File: config.mk
export PLATFORM = sky130hd
export DESIGN_NAME = man_mult_arbiter
export DESIGN_NICKNAME = d
export VERILOG_FILES = /design/src/rtl/man_mult_arbiter.sv
export SDC_FILE = /design/constraint.sdc
export NUM_CORES = 1
export LEC_CHECK = 0
export ABC_AREA = 1
export BUFFER_PORTS_ARGS = -buffer_cell sky130_fd_sc_hd__buf_4
export CORE_AREA = 2 2 112 114
export DETAILED_ROUTE_END_ITERATION = 7
export DIE_AREA = 0 0 114 116
export PLACE_DENSITY = 0.8
export SETUP_SLACK_MARGIN = 0.3
export SLEW_MARGIN = 0
export SYNTH_ARGS = -nofsm -noshare
export SYNTH_HDL_FRONTEND = slang
export SYNTH_SLANG_ARGS = --single-unit
File: constraint.sdc
create_clock -name clk -period 2.4 [get_ports clk]
set_clock_uncertainty 0.1 [all_clocks]
set_input_delay 0.24 -clock clk [delete_from_list [all_inputs] [get_ports clk]]
set_output_delay 0.24 -clock clk [all_outputs]
set_load 0.02 [all_outputs]
File: src/rtl/man_mult_arbiter.sv
// Round-robin arbiter sharing one multi-cycle mantissa multiplier between two requesters.
// Latency: accept to resp_valid_o is 2 + BlankCycles cycles minimum, at most 1 + TimeoutCycles.
// Backpressure: one operation in flight; req_ready_o stays low until the response is accepted.
module man_mult_arbiter #(
    parameter int Width         = 28,
    parameter int BlankCycles   = 2,
    parameter int TimeoutCycles = 24
) (
    input  logic               clk,
    input  logic               reset_i,
    input  logic [1:0]         req_valid_i,
    output logic [1:0]         req_ready_o,
    input  logic [2*Width-1:0] req_a_i,
    input  logic [2*Width-1:0] req_b_i,
    output logic               resp_valid_o,
    input  logic               resp_ready_i,
    output logic               resp_id_o,
    output logic [Width-1:0]   resp_low_o,
    output logic [Width-1:0]   resp_high_o,
    output logic               resp_timeout_o,
    output logic               mult_start_o,
    output logic [Width-1:0]   mult_a_o,
    output logic [Width-1:0]   mult_b_o,
    input  logic               mult_done_i,
    input  logic [Width-1:0]   mult_low_i,
    input  logic [Width-1:0]   mult_high_i
);

    localparam int              CntW        = $clog2(TimeoutCycles + 1);
    localparam logic [CntW-1:0] BlankCnt    = CntW'(BlankCycles);
    localparam logic [CntW-1:0] TimeoutLast = CntW'(TimeoutCycles - 1);
    localparam logic [CntW-1:0] CntMax      = '1;

    typedef enum logic [1:0] {
        IDLE,
        START,
        WAIT,
        RESP
    } state_t;

    typedef struct packed {
        logic             id;
        logic             timeout;
        logic [Width-1:0] high;
        logic [Width-1:0] low;
    } resp_t;

    state_t          state;
    logic            prio;
    logic [CntW-1:0] cnt;
    logic            op_id;
    resp_t           resp_q;

    logic             grant_vld;
    logic             grant_id;
    logic [Width-1:0] grant_a;
    logic [Width-1:0] grant_b;

    assign resp_id_o      = resp_q.id;
    assign resp_timeout_o = resp_q.timeout;
    assign resp_high_o    = resp_q.high;
    assign resp_low_o     = resp_q.low;

    // Ready is gated by reset so no requester sees a handshake the FSM cannot take.
    always_comb begin
        grant_id    = req_valid_i[prio] ? prio : ~prio;
        grant_vld   = (state == IDLE) && reset_i && (req_valid_i != 2'b00);
        grant_a     = grant_id ? req_a_i[2*Width-1:Width] : req_a_i[Width-1:0];
        grant_b     = grant_id ? req_b_i[2*Width-1:Width] : req_b_i[Width-1:0];
        req_ready_o = 2'b00;
        if (grant_vld) begin
            req_ready_o[grant_id] = 1'b1;
        end
    end

    always_ff @(posedge clk or negedge reset_i) begin
        if (!reset_i) begin
            state        <= IDLE;
            prio         <= 1'b0;
            cnt          <= '0;
            op_id        <= 1'b0;
            mult_a_o     <= '0;
            mult_b_o     <= '0;
            mult_start_o <= 1'b0;
            resp_valid_o <= 1'b0;
            resp_q       <= '0;
        end else begin
            case (state)
                IDLE: begin
                    if (grant_vld) begin
                        op_id        <= grant_id;
                        mult_a_o     <= grant_a;
                        mult_b_o     <= grant_b;
                        mult_start_o <= 1'b1;
                        state        <= START;
                    end
                end
                START: begin
                    mult_start_o <= 1'b0;
                    cnt          <= '0;
                    state        <= WAIT;
                end
                WAIT: begin
                    if (cnt != CntMax) begin
                        cnt <= cnt + 1'b1;
                    end
                    // Done from the previous operation is sticky, so it is ignored while blanking.
                    if (cnt >= BlankCnt && mult_done_i) begin
                        resp_q.id      <= op_id;
                        resp_q.timeout <= 1'b0;
                        resp_q.high    <= mult_high_i;
                        resp_q.low     <= mult_low_i;
                        resp_valid_o   <= 1'b1;
                        state          <= RESP;
                    end else if (cnt >= TimeoutLast) begin
                        resp_q.id      <= op_id;
                        resp_q.timeout <= 1'b1;
                        resp_q.high    <= '0;
                        resp_q.low     <= '0;
                        resp_valid_o   <= 1'b1;
                        state          <= RESP;
                    end
                end
                RESP: begin
                    if (resp_ready_i) begin
                        resp_valid_o <= 1'b0;
                        prio         <= ~resp_q.id;
                        state        <= IDLE;
                    end
                end
                default: state <= IDLE;
            endcase
        end
    end

endmodule

# ---- After elaboration in Yosys (flattened, before gate mapping)
# Index checks and enable logic that the tools add are counted.
dict set report classes {
  addsub 1
  n_mul 0
  div 0
  n_lt_le_gt_ge 5
  n_eq_ne 8
  shifts 0
  mux 23
  bitwise_logic 2
  n_reduce_logical 17
}
# op count
set op_table {}
lappend op_table {{$mux 58} 2}
lappend op_table {{$mux 28} 2}
lappend op_table {{$mux 2} 5}
lappend op_table {{$pmux 5 s2} 1}
lappend op_table {{$reduce_and 2->1} 5}
lappend op_table {{$reduce_bool 2->1} 5}
lappend op_table {{$mux 1} 8}
lappend op_table {{$pmux 2 s4} 1}
lappend op_table {{$ne 2x2->1 const B} 3}
lappend op_table {{$reduce_and 3->1} 2}
lappend op_table {{$add 5x1->5 const B} 1}
lappend op_table {{$ge 5x2->1 const B} 1}
lappend op_table {{$ge 5x5->1 const B} 1}
lappend op_table {{$mux 5} 1}
lappend op_table {{$ne 5x5->1 const B} 1}
lappend op_table {{$eq 2x2->1 const B} 2}
lappend op_table {{$logic_and 1x1->1} 4}
lappend op_table {{$lt 1x2->1 const B} 2}
lappend op_table {{$pmux 1 s2} 2}
lappend op_table {{$ne 3x3->1 const B} 1}
lappend op_table {{$eq 2x1->1 const B} 1}
lappend op_table {{$logic_not 2->1} 1}
lappend op_table {{$not 1->1} 2}
lappend op_table {{$demux 1 s1} 1}
lappend op_table {{$ge 1x1->1 const B} 1}
dict set report word_totals {
  regBits 125
  latchBits 0
  ramBits 0
  rom_bits 0
  out_inout_bits 118
  wordCells 68
  memories 0
}

# ---- Longest topological paths before layout
# Gate-level depths: netlist of run 1.
dict set report depth {
  depth_word 8
  depth_mapped 11
  depth_no_buf 10
}

# ---- Worst setup path after synthesis of run 1
# Ideal clock, no wire load.
dict set report synth_path {
  kind {reg2reg}
  start {reg cnt[1]}
  end {reg cnt[2]}
  setup_ps 121
  t_arrival_ps 1396
  path_slack_ps 782
  path_stages_with_launch 11
  path_buffers 0
  synth_period_minus_slack_ps 1618
  cell_sequence {dfrtp_1 -> ha_1 -> nand2_2 -> nor2_1 -> ha_1 -> nor2_2 -> inv_1 -> o21ai_0 -> inv_1 -> nand2_1 -> o21ai_1}
}
dict set report synth_via {
  elab_chain_len 3
  word_cells_on_any_way 6
  cone_classes {add/sub: 1; eq/ne: 2; mux: 2; reduce/logical: 1}
}
# element line_no
set synth_lines {}
lappend synth_lines {{start: declaration} 50} ;# logic [CntW-1:0] cnt;
lappend synth_lines {{start signal: assignment} 105} ;# cnt <= cnt + 1'b1;
lappend synth_lines {{$add 5x1->5 / $ne 5x5->1 (equally long branches)} {105, 104}}
lappend synth_lines {{$mux 5 / $ne 2x2->1 (equally long branches)} n/a}
lappend synth_lines {{$pmux 5 s2 / $reduce_and 2->1 (equally long branches)} n/a}
# Parallel ways exist; a longest one is shown, timed or not. The select of a mux whose other input is x is not followed.
# A chain may end at the register's enable or synchronous reset.

# ---- Worst setup path after layout of run 1
dict set report layout_path {
  start {reg state[0]}
  end {out req_ready_o[0]}
}
dict set report layout_via {
  elab_chain_len 4
}
# element line_no
set layout_lines {}
lappend layout_lines {{start: declaration} 48} ;# state_t state;
lappend layout_lines {{start signal: assignment} 78} ;# state <= IDLE;
lappend layout_lines {{start signal: assignment} 95} ;# state <= START;
lappend layout_lines {{start signal: assignment} 101} ;# state <= WAIT;
lappend layout_lines {{$logic_not 2->1} 67} ;# grant_vld = (state == IDLE) && reset_i && (req_valid_i != 2'b00);
lappend layout_lines {{$logic_and 1x1->1 (2 in series)} 67}
lappend layout_lines {{$mux 2} 71} ;# if (grant_vld) begin
lappend layout_lines {{end: declaration} 12} ;# output logic [1:0] req_ready_o,
# No other way between the ends.

==> results of run 1 <==
==> cells by family after synthesis <==
family	after synthesis	share of synthesized area, %
AND/OR/NAND/NOR	445	33.00
flip-flops	125	58.42
buffers and inverters	47	5.399
AO/OA/AOI/OAI	13	1.309
adder cells (fa/ha/maj)	8	1.870
==> synthesized netlist by cell type <==
cell      count
or2_2         1
buf_6        10
ha_1          8
o21ai_1       1
nand2_2       1
nand4_1       1
inv_2         1
nand2_1     368
or2_1         1
o22ai_1       1
nor2_1       10
nand3_1      60
clkbuf_1      2
inv_1        16
dfrtp_1     125
buf_4         6
nor2_2        2
o21ai_0       7
buf_2        12
a21oi_1       3
a21oi_2       1
nand3_2       1
==> power by group through the flow <==
stage	logic, mW	registers [mW]	clock network, mW
global placement	4.56	3.59	0
global route	5.53	3.77	2.86
floorplan	1.50	4.61	0
finish	5.20	3.70	2.73
detailed placement	4.66	3.60	0
CTS	4.94	3.59	2.71
==> worst max-delay path by stage <==
stage	startpoint	to	slack, ns
3_3_place_gp	state[0]$_DFFE_PN0P_	op_id$_DFFE_PN0P_	0.51
5_1_grt	state[0]$_DFFE_PN0P_	req_ready_o[0]	0.30
6_report	state[0]$_DFFE_PN0P_	req_ready_o[0]	0.37
4_1_cts	state[0]$_DFFE_PN0P_	req_ready_o[0]	0.24
2_1_floorplan	cnt[1]$_DFFE_PN0P_	cnt[2]$_DFFE_PN0P_	0.78
3_5_place_dp	state[0]$_DFFE_PN0P_	mult_start_o$_DFFE_PN0P_	0.47
==> layout make-up <==
| cell class | count | area, µm² |
|---|---|---|
| tap | 147 | 183.9 |
| clock inverter | 6 | 105.1 |
| sequential | 125 | 3128 |
| multi-input combinational | 466 | 1977 |
| clock buffer | 25 | 515.5 |
| fill | 600 | 1918 |
| timing repair buffer | 470 | 4018 |
| inverter | 17 | 63.81 |
| antenna | 1 | 2.502 |
==> per-layer routing <==
| layer | up-vias | track usage [%] | part of all wire, % | routed length, µm |
|---|---|---|---|---|
| met5 | - | 0 | 0 | 0 |
| met4 | 0 | 25.93 | 6.6 | 1547 |
| met3 | 146 | 10.98 | 7.9 | 1852 |
| met2 | 454 | 62.98 | 52 | 12320 |
| met1 | 3123 | 35.30 | 33 | 7869 |
| li1 | 2898 | - | - | - |
==> what timing repair did <==
item | in CTS | in global routing
gates resized for setup | 3 | 4
pin swaps | 1 | 1
setup buffers | 2 | 1
hold endpoints to repair | 237 | 0
endpoints found under the setup margin | 2 | 11
hold buffers | 169 | 0
==> cell usage in the layout (no fill, tap or decap), drive strengths merged <==
cell           n
buf          301
a21oi          4
nor2          12
clkinv         3
nand2        369
dfrtp        125
or2            2
diode          1
inv           17
o21ai          8
o22ai          1
ha             8
nand4          1
bufinv         3
nand3         61
clkbuf        25
dlygate4sd3  169
==> worst min-delay path, stage by stage <==
cell and delay, ns:
buf_4 0.09, nand2_1 0.07, nand2_1 0.05, o21ai_0 0.06
==> sequential cells by signal, summed over array words and instances (netlist names) <==
| signal | cells |
|---|---|
| cnt | 5 |
| mult_a_o | 28 |
| mult_b_o | 28 |
| mult_start_o | 1 |
| op_id | 1 |
| prio | 1 |
| resp_high_o | 28 |
| resp_id_o | 1 |
| resp_low_o | 28 |
| resp_timeout_o | 1 |
| resp_valid_o | 1 |
| state | 2 |
==> metrics by stage <==
| stage | worst slack [ns] | cells |
|---|---|---|
| after CTS | 0.2408 | 1255 |
| after floorplan | 0.7822 | 638 |
| final | 0.3677 | 1257 |
| after global placement | 0.5143 | 1053 |
| after detailed placement | 0.4701 | 1053 |
| after global routing | 0.2992 | 1257 |
==> metrics.txt, run 1 <==
Yosys Warn Count=0; Starting Density=44.95%; max-cap violations=0; sequential share of power=31.8%; hold slack=0.04780 ns; TritonCTS Sinks=125; number of port buffers=291; worst-margin pin slew=0.7215 ns; Area growth, synth to finish=86.66%; FF-to-FF Start=state[0]$_DFFE_PN0P_; Peak VDD IR=0.7046 mV; Rel. slew slack=51.90%; vias in the first global route=6,926; CP arrival=1.69 ns; Worst-Skew Late Latency=0.41 ns; Max FO, Critical Path=12; DRT Pass-1 Iters=5; clock share of power=23.5%; post-synthesis cell count=638; PnR Total Power=11.62 mW; Syn Nets=820; TritonCTS clock tree=yes; top post-synthesis cells by area=dfrtp_1 (58%), nand2_1 (26%), nand3_1 (5.6%); P_int=6.990 mW; die height=116 µm; HP Class=in -> reg; Avg WL per Cell=18.77 µm; r2r worst-path depth=8; # rows=40; unrepaired setup endpoints after global routing=yes; Cell Chain, Critical Path=inv_2 -> ha_4 -> nand3_4 -> nor2_4 -> buf_6 -> buf_4; die footprint=0.01322 mm²; DR vias/cell=5.267; Buf+Inv Stages, Crit Path=3; Max clock buf depth=2; # DRC=0; post-layout min period=2.032 ns; cell area after placement=0.007627 mm²; Avg Cell Area, Syn=8.392 µm²; slowest CP cell=dfrtp_1; sw frac=39.83%; register-to-register setup slack=0.42 ns; CP endpoint kind=output pin; largest net degree at the start of global routing=126; Core ar.=0.01191 mm²; Detailed Route WL=23,590 µm; Hold Path Depth=4; crit-path max cell delay=0.41 ns; Setup CP Type=reg -> out; detailed placement HPWL=12,100 µm; Crit path max-delay family=buffers and inverters; final hold violation count=0; Leak=5.325 nW; Worst Hold Endpoint=prio$_DFFE_PN0P_; sequential area share after synthesis=58.42%; Final Core Density=83.90%; first-pass GRT wire length=35,470 µm; P per Cell Area=1163 mW/mm²; I/O Pins=292; initial antenna violation count=1; Worst R2R End=mult_a_o[23]$_DFFE_PN0P_; Crit path required time=2.06 ns; total gr overflow=0; Die Wd=114 µm; gpl congestion=0.7862; final-report setup violation count=0; leading area contributor after synthesis=dfrtp_1; Post-Syn Area=0.005354 mm²; Pins Over Slew Limit=0; Logic pwr share=44.7%; CTS Buf Count=17; Max Clk Rate=492.1 MHz; layout cells sized above 1=30.75%; outcome=finished clean; number of synthesized register bits=125; Root Driver=clkbuf_16; setup_tns=0 ns; Cell variety after synth=22; Final #Nets=1,279; DRT iter0 DRCs=518; total vias in the final route=6,621; Sw Pwr=4.628 mW; critical path depth in cells=6; H-tree depth=4; HP Start=resp_ready_i; top cell type's share of synthesized area=58.42%; Overall Global Routing Usage=35.55%; final period utilization=84.68%; Critical Path Source Type=register; post-route cell area=0.009993 mm²; Worst-path clk slew=0.05 ns; Detail Route Antenna Nets=0
No activity file was read; power rests on OpenSTA's default activity.
==> run 2: changes to the inputs <==
Settings changed: CORE_AREA 2 2 112 114 to 2 2 113 115, DIE_AREA 0 0 114 116 to 0 0 115 117, PLACE_DENSITY 0.8 to 0.79.
Clock period 2.4 ns to 2 ns, I/O delays scaled along.
==> metrics.txt, run 2 (synthesis gave the netlist of run 1 again) <==
outcome=finished clean; Max Clk Rate=550.6 MHz; P per Cell Area=1369 mW/mm² (+18%); max-cap violations=0 (unchanged); setup_tns=0 ns (unchanged); fin cells=1,292 (+2.8%); # DRC=0 (unchanged); layout cells sized above 1=35.88% (+5.1 points); total gr overflow=0 (unchanged); crit-path max cell delay=0.38 ns (-0.03 ns); critical path depth in cells=5 (-1); # rows=41 (+2.5%); Worst-path clk slew=0.05 ns (about the same); slowest CP cell=dfrtp_1; Peak VDD IR=0.8624 mV (+22%); I/O Pins=292 (unchanged); Starting Density=43.49% (-1.5 points); Cell Chain, Critical Path=inv_2 -> ha_4 -> nand3_4 -> a21oi_4 -> buf_6; Die Wd=115 µm (+0.88%); TritonCTS Sinks=125 (unchanged); Max clock buf depth=2 (unchanged); Overall Global Routing Usage=33.91% (-1.6 points); Detailed Route WL=26,280 µm (+11%); commonest non-fill, non-tap cell in the layout=nand2_1; FF-to-FF Start=state[0]$_DFFE_PN0P_; Critical Path Source=state[0]$_DFFE_PN0P_; total vias in the final route=6,991 (+5.6%); die height=117 µm (+0.86%); Final #Nets=1,310 (+2.4%); CTS Buf Count=17 (unchanged); Leak=5.501 nW (+3.3%); Buf+Inv Stages, Crit Path=2 (-1); Logic pwr share=49.0% (+4.3 points); Detail Route Antenna Nets=0 (unchanged); vias in the first global route=6,717 (-3.0%); die footprint=0.01346 mm² (+1.7%); DRT iter0 DRCs=839 (+62%); HP Class=in -> reg; Setup CP Type=reg -> out; Sw Pwr=5.947 mW (+29%); CP endpoint kind=output pin; TritonCTS clock tree=yes; H-tree depth=4 (unchanged); Crit path max-delay family=flip-flops; HP Start=resp_ready_i; sw frac=41.45% (+1.6 points); final period utilization=90.81%; Rel. slew slack=62.33% (+10 points); Root Driver=clkbuf_16; final hold violation count=0 (unchanged); Core ar.=0.01231 mm² (+3.4%); Max FO, Critical Path=4 (-8); DR vias/cell=5.411 (+2.7%); clock share of power=19.7% (-3.8 points); PnR Total Power=14.35 mW (+23%); CP arrival=1.52 ns (-0.17 ns); Critical Path Source Type=register; post-route cell area=0.01048 mm² (+4.8%); Worst-Skew Late Latency=0.42 ns (about the same); initial antenna violation count=3 (+2); final-report setup violation count=0 (unchanged); r2r worst-path depth=8 (unchanged); Crit path required time=1.70 ns (-0.36 ns); Pins Over Slew Limit=0 (unchanged); Hold Path Depth=3 (-1); gpl congestion=0.8546 (+8.7%); commonest cells after routing, fill and taps aside=nand2_1 (339), buf_4 (310), dlygate4sd3_1 (169), dfrtp_1 (124), nand3_1 (58); P_int=8.401 mW (+20%); sequential share of power=31.4% (-0.4 points); cell area after placement=0.007656 mm² (+0.38%); number of port buffers=291 (unchanged); DRT Pass-1 Iters=6 (+1); hold slack=0.01681 ns (-0.03100 ns); Area growth, synth to finish=95.70%; Avg WL per Cell=20.34 µm (+8.4%); total placed cells including tap cells=1,061 (+0.76%); first-pass GRT wire length=35,090 µm (-1.1%); worst-margin pin slew=0.5651 ns (-0.1564 ns); detailed placement HPWL=11,840 µm (-2.1%); unrepaired setup endpoints after global routing=yes; largest net degree at the start of global routing=58 (-54%); post-layout min period=1.816 ns
run 2: cell count changes in the layout (fill, tap and decap cells not counted), sizes merged:
| cell | change |
|---|---|
| clkbuf | +5 |
| buf | +24 |
| clkinv | +4 |
| bufinv | -2 |
| diode | +1 |
run 2: final timing paths:
path | end | slack [ns]
worst max register to register | mult_b_o[25]$_DFFE_PN0P_ | 0.20
max in group asynchronous | mult_b_o[1]$_DFFE_PN0P_ | 0.60
min in group asynchronous | mult_b_o[19]$_DFFE_PN0P_ | 0.38
worst max-delay path | req_ready_o[1] | 0.18
worst min register to register | resp_high_o[7]$_DFFE_PN0P_ | 0.37
worst min-delay path | prio$_DFFE_PN0P_ | 0.02
run 2: worst min-delay path: stages:
cell	delay, ns
buf_4	0.11
nand2_1	0.09
o21ai_0	0.08
run 2: layout make-up:
type,count,area [µm²]
Antenna cell,2,5.005
Clock buffer,23,457.9
Clock inverter,8,68.82
Fill cell,565,1834
Inverter,17,63.81
Multi-Input combinational cell,466,2141
Sequential cell,125,3129
Tap cell,150,187.7
Timing Repair Buffer,501,4424
run 2: timing repair:
item | 4_1_cts | 5_1_grt
resized for setup | 11 | 61
buffers inserted | 8 | 10
hold buffers | 169 | 0
gates cloned | 0 | 11
endpoints found under the setup margin | 59 | 163
hold endpoints to repair | 184 | 0
pin swaps | 3 | 15
run 2: metrics by stage:
stage / utilization [%] / setup slack, ns
global route: 85.10 / 0.09345
finish: 85.10 / 0.1839
detailed placement: 62.19 / 0.1958
CTS: 81.02 / 0.1930
floorplan: - / 0.3822
global placement: 62.19 / 0.2315
run 2: layer usage:
layer | up-vias | GRT usage, % | share of wire (%)
li1 | 2960 | - | -
met1 | 3277 | 38.00 | 34
met2 | 576 | 57.65 | 50
met3 | 176 | 9.629 | 10
met4 | 2 | 20.80 | 6.4
met5 | - | 0 | 0.038
run 2: power by group through the flow:
| stage | Clock [mW] | Sequential (mW) | Combinational, mW |
|---|---|---|---|
| finish | 2.83 | 4.50 | 7.02 |
| global route | 2.98 | 4.59 | 7.44 |
| CTS | 2.82 | 4.30 | 6.07 |
| detailed placement | 0 | 4.32 | 5.60 |
| global placement | 0 | 4.31 | 5.47 |
| floorplan | 0 | 5.54 | 1.80 |
==> run 3: changes to the inputs <==
Settings changed: ABC_AREA 1 to unset, CORE_AREA 2 2 113 115 to 2 2 114 116, DIE_AREA 0 0 115 117 to 0 0 116 118, HOLD_SLACK_MARGIN set to 0.12, PLACE_DENSITY 0.79 to 0.75, SETUP_SLACK_MARGIN 0.3 to 0.5.
==> metrics.txt, run 3 <==
top post-synthesis cells by area=dfrtp_1 (62%), a222oi_1 (11%), a22o_1 (10%); FF-to-FF Start=state[1]$_DFFE_PN0P_; Max FO, Critical Path=14 (+10); ys flop type=dfrtp_1; Avg Cell Area, Syn=12.81 µm² (+53%); vias in the first global route=6,730 (+0.19%); DRT iter0 DRCs=894 (+6.6%); post-layout min period=2.067 ns (+0.2510 ns); Worst-path clk slew=0.06 ns (about the same); die footprint=0.01369 mm² (+1.7%); CTS Buf Count=17 (unchanged); total gr overflow=0 (unchanged); first-pass GRT wire length=37,830 µm (+7.8%); Critical Path Source=state[1]$_DFFE_PN0P_; layout cells sized above 1=45.29% (+9.4 points); post-synthesis cell count=392 (-39%); Root Driver=clkbuf_16; setup_tns=-0.3218 ns (-0.3218 ns); Avg WL per Cell=25.26 µm (+24%); hold slack=0.2358 ns (+0.2190 ns); unrepaired setup endpoints after global routing=yes; # DRC=14 (+14); Pins Over Slew Limit=0 (unchanged); commonest cells after routing, fill and taps aside=buf_4 (308), dlygate4sd3_1 (170), dfrtp_1 (125), inv_1 (60), a22o_1 (58); die height=118 µm (+0.85%); Rel. slew slack=67.04% (+4.7 points); Post-Syn Area=0.005021 mm² (-6.2%); Overall Global Routing Usage=37.33% (+3.4 points); Leak=5.551 nW (+0.90%); Peak VDD IR=1.122 mV (+30%); final hold violation count=0 (unchanged); Post-synth EDFFs=0 (unchanged); Starting Density=40.45% (-3.0 points); TritonCTS Sinks=125 (unchanged); Worst-Skew Late Latency=0.42 ns (about the same); Die Wd=116 µm (+0.87%); register area=0.003128 mm² (about the same); gpl congestion=0.9104 (+6.5%); Final WS setup=-0.06713 ns (-0.2510 ns); Final #Nets=1,092 (-17%); r2r worst-path depth=8 (unchanged); most common cell in the netlist=dfrtp_1; number of synthesized register bits=125 (unchanged); CP arrival=2.26 ns (+0.74 ns); CP endpoint kind=register; DP Worst Slack=0.1793 ns (-0.01652 ns); outcome=finished, violations left; final period utilization=103.4% (+13 points); H-tree depth=4 (unchanged); PnR Total Power=15.61 mW (+8.8%); detailed placement HPWL=11,400 µm (-3.7%); Area growth, synth to finish=115.2%; DR vias/cell=5.784 (+6.9%); I/O Pins=292 (unchanged); sequential area share after synthesis=62.30% (+3.9 points); largest net degree at the start of global routing=67 (+16%); Fillers=539 (-4.6%); area of the multi-input gates=0.001649 mm² (-23%); max-cap violations=0 (unchanged); number of port buffers=291 (unchanged); commonest non-fill, non-tap cell in the layout=buf_4; Detail Route Antenna Nets=0 (unchanged); Critical Path Sink=mult_b_o[6]$_DFFE_PN0P_; initial antenna violation count=2 (-1); Synth async-reset ratio=100.0% (unchanged); Core ar.=0.01241 mm² (+0.83%); TritonCTS clock tree=yes; post-route cell area=0.01080 mm² (+3.1%); Max clock buf depth=2 (unchanged); failing checks=DRC, setup timing; DRT Pass-1 Iters=8 (+2); Post-synth top cells=dfrtp_1 (125), inv_1 (63), a22o_1 (58), a222oi_1 (56), buf_2 (16); worst-margin pin slew=0.4944 ns (-0.07069 ns); fin cells=1,097 (-15%); top cell type's share of synthesized area=62.30% (+3.9 points); P per Cell Area=1445 mW/mm² (+5.5%); leading area contributor after synthesis=dfrtp_1; Crit path required time=2.19 ns (+0.49 ns); Yosys Warn Count=0 (unchanged); Cell variety after synth=30 (+36%); Setup CP Type=reg -> reg; # rows=41 (unchanged); Max Clk Rate=483.8 MHz (-12%); Worst R2R End=mult_b_o[6]$_DFFE_PN0P_; register-to-register setup slack=-0.07 ns (-0.27 ns); HP Class=in -> async; final-report setup violation count=17 (+17); cell area after placement=0.007411 mm² (-3.2%); total vias in the final route=6,345 (-9.2%); Final Core Density=87.02% (+1.9 points); Detailed Route WL=27,710 µm (+5.5%); Critical Path Source Type=register; Syn Nets=574 (-30%); total placed cells including tap cells=831 (-22%)
[run 3: cell count changes after synthesis, sizes merged, moves of 6 or more]
cell,change
a22o,+58
buf,-6
nand3,-58
nand2,-360
inv,+46
nor2,-8
a222oi,+56
clkbuf,+7
[run 3: area by class of cell]
type | instances | area share, %
inverters | 63 | 2.189
well taps | 172 | 1.992
clock inverters | 14 | 1.355
multi-input cells | 173 | 15.27
repair buffers | 530 | 46.22
diodes | 2 | 0.04633
clock buffers | 18 | 3.973
flip-flops and latches | 125 | 28.96
[run 3: timing repair]
item                       4_1_cts  5_1_grt
gates cloned                    12        9
setup endpoints to repair      124      243
hold buffers                   170        0
gates resized for setup         33       35
setup buffers                   31       10
hold endpoints to repair       239        0
pin swaps                       20       36
[run 3: cells by family after synthesis]
kind of cell | after synthesis | share of synthesized area [%]
compound gates | 137 | 24.05
buf+inv | 94 | 8.323
mux | 2 | 0.4485
simple gates | 26 | 2.890
fa+ha+maj | 8 | 1.994
flops | 125 | 62.30
[run 3: routing by layer]
| layer | global-route usage (%) | part of all wire [%] | up-vias | wire length (µm) |
|---|---|---|---|---|
| li1 | - | - | 2547 | - |
| met1 | 41.15 | 34 | 3104 | 9406 |
| met2 | 63.63 | 51 | 537 | 14050 |
| met3 | 8.651 | 8.6 | 157 | 2381 |
| met4 | 23.96 | 6.8 | 0 | 1872 |
| met5 | 0 | 0 | - | 0 |
[run 3: worst min-delay path by stage]
stage                              start                  endpoint  cells past startpoint
after floorplan                  reset_i        cnt[0]$_DFFE_PN0P_                      0
after global placement           reset_i          prio$_DFFE_PN0P_                      1
after detailed placement         reset_i          prio$_DFFE_PN0P_                      1
after CTS                        reset_i  mult_start_o$_DFFE_PN0P_                      3
after global routing      req_valid_i[0]  mult_start_o$_DFFE_PN0P_                      5
final                            reset_i          prio$_DFFE_PN0P_                      2
[run 3: worst max-delay path: stages (launching register included)]
cell	delay, ns
dfrtp_1	0.40
inv_2	0.09
ha_4	0.18
buf_6	0.11
o211ai_1	0.17
buf_4	0.24
buf_12	0.17
a222oi_1	0.39
inv_1	0.09
[run 3: power breakdown]
group	total (mW)	switching [mW]	internal, mW	leakage [nW]
registers	4.59	0.921	3.67	1.57
clock network	3.05	1.22	1.83	0.264
logic	7.97	4.07	3.90	3.71
total	15.6	6.21	9.40	5.55
